===== config.mk =====
export PLATFORM = sky130hd
export DESIGN_NAME = encrypt_pipe_shift_dc_multi
export DESIGN_NICKNAME = d
export VERILOG_FILES = /design/src/rtl/encrypt_pipe_shift_dc_multi.sv
export SDC_FILE = /design/constraint.sdc
export NUM_CORES = 1
export LEC_CHECK = 0
export CAP_MARGIN = 10
export CELL_PAD_IN_SITES_DETAIL_PLACEMENT = 1
export CELL_PAD_IN_SITES_GLOBAL_PLACEMENT = 2
export CORE_ASPECT_RATIO = 1.5
export CORE_MARGIN = 1.5
export CORE_UTILIZATION = 37
export CTS_CLUSTER_SIZE = 40
export DETAILED_ROUTE_END_ITERATION = 10
export PLACE_DENSITY = 0.84
export SYNTH_ARGS = -nofsm -noshare
export SYNTH_HDL_FRONTEND = slang
export SYNTH_SLANG_ARGS = --single-unit

===== constraint.sdc =====
create_clock -name clk -period 13.3 [get_ports clk]
set_clock_uncertainty 0.05 [all_clocks]
set_input_delay 1.995 -clock clk [delete_from_list [all_inputs] [get_ports clk]]
set_output_delay 1.995 -clock clk [all_outputs]
set_load 0.02 [all_outputs]

===== src/rtl/encrypt_pipe_shift_dc_multi.sv =====
// rtl/encrypt_pipe_shift_dc_multi.sv - multi-lane character classifier with rotating key schedule
// Output register plus skid register; in_ready is registered and drops only while the skid holds a beat.
module encrypt_pipe_shift_dc_multi #(
  parameter int LANES    = 1,
  parameter int DIGIT_EN = 0
) (
  input  logic                  clk,
  input  logic                  rst,
  input  logic                  in_valid,
  output logic                  in_ready,
  input  logic [8*LANES-1:0]    din,
  input  logic [7:0]            k1,
  input  logic [7:0]            k2,
  input  logic [7:0]            k3,
  input  logic [2:0]            rot_freq,
  input  logic                  shift_en,
  input  logic                  mode,
  input  logic                  sync_clr,
  output logic                  out_valid,
  input  logic                  out_ready,
  output logic [32*LANES-1:0]   out_data,
  output logic [2*LANES-1:0]    out_class,
  output logic [8*LANES-1:0]    out_key,
  output logic                  out_mode,
  output logic                  out_shift_en
);

  localparam int PW = 42*LANES + 2;
  localparam logic [3:0] LANES4 = 4'(LANES);

  logic [2:0]  p, p_base, p_eff, p_next;
  logic [1:0]  ki, ki_base, ki_next;
  logic [3:0]  rf4, sum_n;
  logic        acc, upd;

  logic [32*LANES-1:0] c_data;
  logic [2*LANES-1:0]  c_class;
  logic [8*LANES-1:0]  c_key;
  logic [PW-1:0]       in_pl, out_pl, skid_pl;
  logic                skid_v;

  assign acc   = in_valid & in_ready;
  assign upd   = acc & shift_en & (rot_freq != 3'd0);
  assign rf4   = {1'b0, rot_freq};
  assign in_pl = {mode, shift_en, c_key, c_class, c_data};
  assign {out_mode, out_shift_en, out_key, out_class, out_data} = out_pl;

  // A cleared schedule is visible to the beat accepted in the same cycle; a stale p past a
  // lowered rot_freq is clamped so the following character starts a new key.
  always_comb begin
    p_base  = sync_clr ? 3'd0 : p;
    ki_base = sync_clr ? 2'd0 : ki;
    p_eff   = (rot_freq != 3'd0 && p_base >= rot_freq) ? rot_freq - 3'd1 : p_base;
    sum_n   = {1'b0, p_eff} + LANES4;
    p_next  = 3'd0;
    ki_next = ki_base;
    if (rot_freq != 3'd0) begin
      p_next  = 3'(sum_n % rf4);
      ki_next = 2'((4'(ki_base) + sum_n / rf4) % 4'd3);
    end
  end

  always_comb begin
    logic [7:0] ch;
    logic [3:0] sum;
    logic [1:0] idx;
    c_data  = '0;
    c_class = '0;
    c_key   = '0;
    for (int i = 0; i < LANES; i++) begin
      ch  = din[8*i +: 8];
      c_data[32*i +: 32] = {24'b0, ch};
      c_class[2*i +: 2]  = 2'b00;
      if (shift_en && mode) begin
        if (ch >= 8'd65 && ch <= 8'd90) begin
          c_class[2*i +: 2]  = 2'b01;
          c_data[32*i +: 32] = 32'd1 << (ch - 8'd65);
        end else if (ch >= 8'd97 && ch <= 8'd122) begin
          c_class[2*i +: 2]  = 2'b10;
          c_data[32*i +: 32] = 32'd1 << (ch - 8'd97);
        end else if (DIGIT_EN != 0 && ch >= 8'd48 && ch <= 8'd57) begin
          c_class[2*i +: 2]  = 2'b11;
          c_data[32*i +: 32] = 32'd1 << (ch - 8'd48);
        end
      end
      sum = {1'b0, p_eff} + 4'(i);
      idx = 2'd0;
      if (rot_freq != 3'd0)
        idx = 2'((4'(ki_base) + sum / rf4) % 4'd3);
      case (idx)
        2'd0:    c_key[8*i +: 8] = k1;
        2'd1:    c_key[8*i +: 8] = k2;
        default: c_key[8*i +: 8] = k3;
      endcase
    end
  end

  always_ff @(posedge clk or posedge rst) begin
    if (rst) begin
      p         <= 3'd0;
      ki        <= 2'd0;
      out_valid <= 1'b0;
      skid_v    <= 1'b0;
      in_ready  <= 1'b0;
      out_pl    <= '0;
      skid_pl   <= '0;
    end else begin
      if (upd) begin
        p  <= p_next;
        ki <= ki_next;
      end else if (sync_clr) begin
        p  <= 3'd0;
        ki <= 2'd0;
      end

      if (skid_v) begin
        if (out_ready) begin
          out_pl   <= skid_pl;
          skid_v   <= 1'b0;
          in_ready <= 1'b1;
        end
      end else begin
        in_ready <= 1'b1;
        if (acc) begin
          if (!out_valid || out_ready) begin
            out_pl    <= in_pl;
            out_valid <= 1'b1;
          end else begin
            skid_pl  <= in_pl;
            skid_v   <= 1'b1;
            in_ready <= 1'b0;
          end
        end else if (out_ready) begin
          out_valid <= 1'b0;
        end
      end
    end
  end

endmodule


==> results.toml <==
[sta]
tightest_slew_ns = 0.834
setup_viol = 0
layout_worst_path_cycle_share = 0.857
fin_crit_ns = 11.39
rsz0062_at_grt = "no"
slew_violations = 0
slew_headroom = 0.439
hold_viol_final = 0
fmax_ghz = 0.0878
fin_setup_tns_ns = 0

[pwr]
p_seq_frac = 0.307
power.switching_w = 0.000519
p_int_w = 0.000748
pwr-share-comb = 0.484
swShare = 0.410
power_density_nw_per_um2 = 164
clockPowerShare = 0.208
p_leak_nw = 3.20
ir_drop_v = 0.0000889

[detailed_routing]
wl_met2_mm = 11.0
drc = 0
highest_layer = "met4"
drt_first_pass_iters = 4
wl_met1_mm = 6.84
dr_total_vias = 5673
drt-vias-per-instance = 5.74
met3WireLength_um = 399
routed_wl_mm = 18.8
drtIter0Drc = 230
drtAntennaViolNets = 0
wl_per_cell_um = 19.0

[synth]
synth_edf_count = 0
synth.top_cell.area_share = 0.374
synth_area_leader_cell = "dfrtp_1"
syn_nets = 802
synth-seq-cells = 96
yosysMostFrequentCell = "dfrtp_1"
yosysWarnings = 0
syn_inst = 720
yosys-top-cells-area = "dfrtp_1 (37%), ha_1 (7.2%), o21ai_0 (5.1%), nand2_1 (5.0%), a21oi_1 (4.8%)"
synthesis.area_um2 = 6420
yosysUniqueCellTypes = 70
yosysSeqAreaShare = 0.374
ys_async_sr_fraction = 1.00
avgSynthCellArea_um2 = 8.91
yosys-top-cells-count = "dfrtp_1 (96), nand2_1 (86), o21ai_0 (66)"
yosys_most_used_dff = "dfrtp_1"

[die]
coreArea_um2 = 16900
die_y_um = 164
top_level_ports = 88
die_area_um2 = 18200
start_util = 0.379
die_w_um = 111
rows = 58

[placement]
hpwl_mm = 14.5
dp.cells = 973
place.gp.congestion = 0.864
placed_cell_area_um2 = 7410
io_buffers = 87

[global_routing]
grt_use_total = 0.211
grt_pass1_wl_mm = 30.7
grt_overflow = 0
grt_pass1_vias = 5965
grt_max_degree = 80
antenna_found_initial = 0

[setup_path]
arrival_ns = 11.63
endpoint_kind = "flip-flop"
crit_top_cell = "ha_1"
start_kind = "input pin"
worst-setup-path-type = "in2reg"
crit_path_top_delay_cell = "clkdlybuf4s50_1"
cp.required_ns = 13.54
worstPathMaxFanout = 9
slowest_delay_ns = 0.70

[cts]
cts-root-buf = "clkbuf_16"
clock_sinks = 96
cts_max_path_buffers = 2
hold_buffers = 0
clk_latency_ns = 0.35
cts_buffers = 9
cts_resized = 0
cts.clk_slew.worst_paths_ns = 0.07
postCtsSetupBuffers = 0
cts_tree = "built"
cts.htree.levels = 3

[cells_and_area]
finalNetCount = 856
antenna_cells = 0
fin_area_um2 = 7710
drive_gt1_frac = 0.0924
instances_no_fill = 989
syn_to_final_growth_pct = 20.2

[status]
status = "completed"

[worst_hold_path]
min_path_type = "reg2reg"

[job]
cap_violations = 0
flip-flops by register name, indices dropped and copies added, names as in the netlist:
register and count:
out_pl 44, out_valid 1, in_ready 1, skid_pl 44, ki 2, skid_v 1, p 3
power by group through the flow:
stage,combinational [W],sequential (W),clock (W)
6_report,0.000613,0.000389,0.000264
5_1_grt,0.000678,0.000398,0.000281
4_1_cts,0.000620,0.000390,0.000269
3_5_place_dp,0.000618,0.000395,0
3_3_place_gp,0.000599,0.000393,0
2_1_floorplan,0.000413,0.000415,0
layer usage:
layer	GRT usage	vias to the layer above
li1	-	2735
met1	0.213	2819
met2	0.428	83
met3	0.0292	36
met4	0.0862	0
met5	0	-
stage by stage:
stage | worst slack, ns | hold slack, ns | power [W] | util
floorplan | 3.49 | 0.391 | 0.000828 | -
CTS | 1.87 | 0.432 | 0.00128 | 0.456
detailed placement | 1.56 | 0.416 | 0.00101 | 0.438
finish | 1.91 | 0.431 | 0.00127 | 0.456
global placement | 1.77 | 0.405 | 0.000992 | 0.438
global route | 1.15 | 0.460 | 0.00136 | 0.456
cell usage in the layout (no fill, tap or decap), types with 4 or more instances in the layout:
| cell type | n |
|---|---|
| xor2_1 | 5 |
| nor2_1 | 33 |
| xnor2_1 | 8 |
| nand2b_1 | 8 |
| or3_1 | 4 |
| a21oi_1 | 61 |
| nand2_1 | 86 |
| o221a_1 | 8 |
| a22o_1 | 5 |
| and3_1 | 10 |
| clkdlybuf4s50_1 | 87 |
| nor2b_1 | 7 |
| o21a_1 | 6 |
| dfrtp_1 | 95 |
| a22oi_1 | 7 |
| buf_4 | 5 |
| mux2i_1 | 12 |
| o31ai_1 | 27 |
| clkbuf_16 | 9 |
| o21ai_0 | 66 |
| nand3_1 | 19 |
| nand3b_1 | 12 |
| nor3_1 | 36 |
| a31oi_2 | 8 |
| or2_2 | 6 |
| mux2_2 | 16 |
| o211ai_1 | 4 |
| ha_1 | 37 |
| inv_1 | 20 |
| a21o_1 | 5 |
cells by family after synthesis:
logic type / synth area share
and+or+nand+nor: 0.194
AOI/OAI and AO/OA: 0.241
DFF: 0.374
buffers and inverters: 0.0431
adders and majority gates: 0.0831
muxes: 0.0468
xor gates and xnor gates: 0.0177
area by class of cell:
class,count,area [um^2]
clock buffers,9,225
clock inverters,7,73.8
fillers,1984,9200
inverters,21,81.3
multi-input cells,554,3760
flip-flops and latches,96,2400
well taps,210,263
repair buffers,92,908
critical path: cells and delay by family:
kind / cells / cell delay [ns]
fa+ha+maj: 9 / 2.40
simple gates: 12 / 2.49
compound gates: 16 / 3.42
buf+inv: 6 / 1.29
worst paths after layout:
| kind | startpoint | endpoint | slack [ns] | cells after the start |
|---|---|---|---|---|
| worst max register to register | p[0] | out_pl[37] | 3.95 | 42 |
| max in group asynchronous | rst | skid_pl[4] | 10.11 | 3 |
| worst max-delay path | sync_clr | out_pl[37] | 1.91 | 43 |
| min in group asynchronous | rst | out_pl[10] | 1.94 | 2 |
| worst min-delay path | out_pl[25] | out_pl[25] | 0.43 | 2 |
| worst min register to register | out_pl[25] | out_pl[25] | 0.43 | 2 |
No activity file was read; power rests on OpenSTA's default activity.
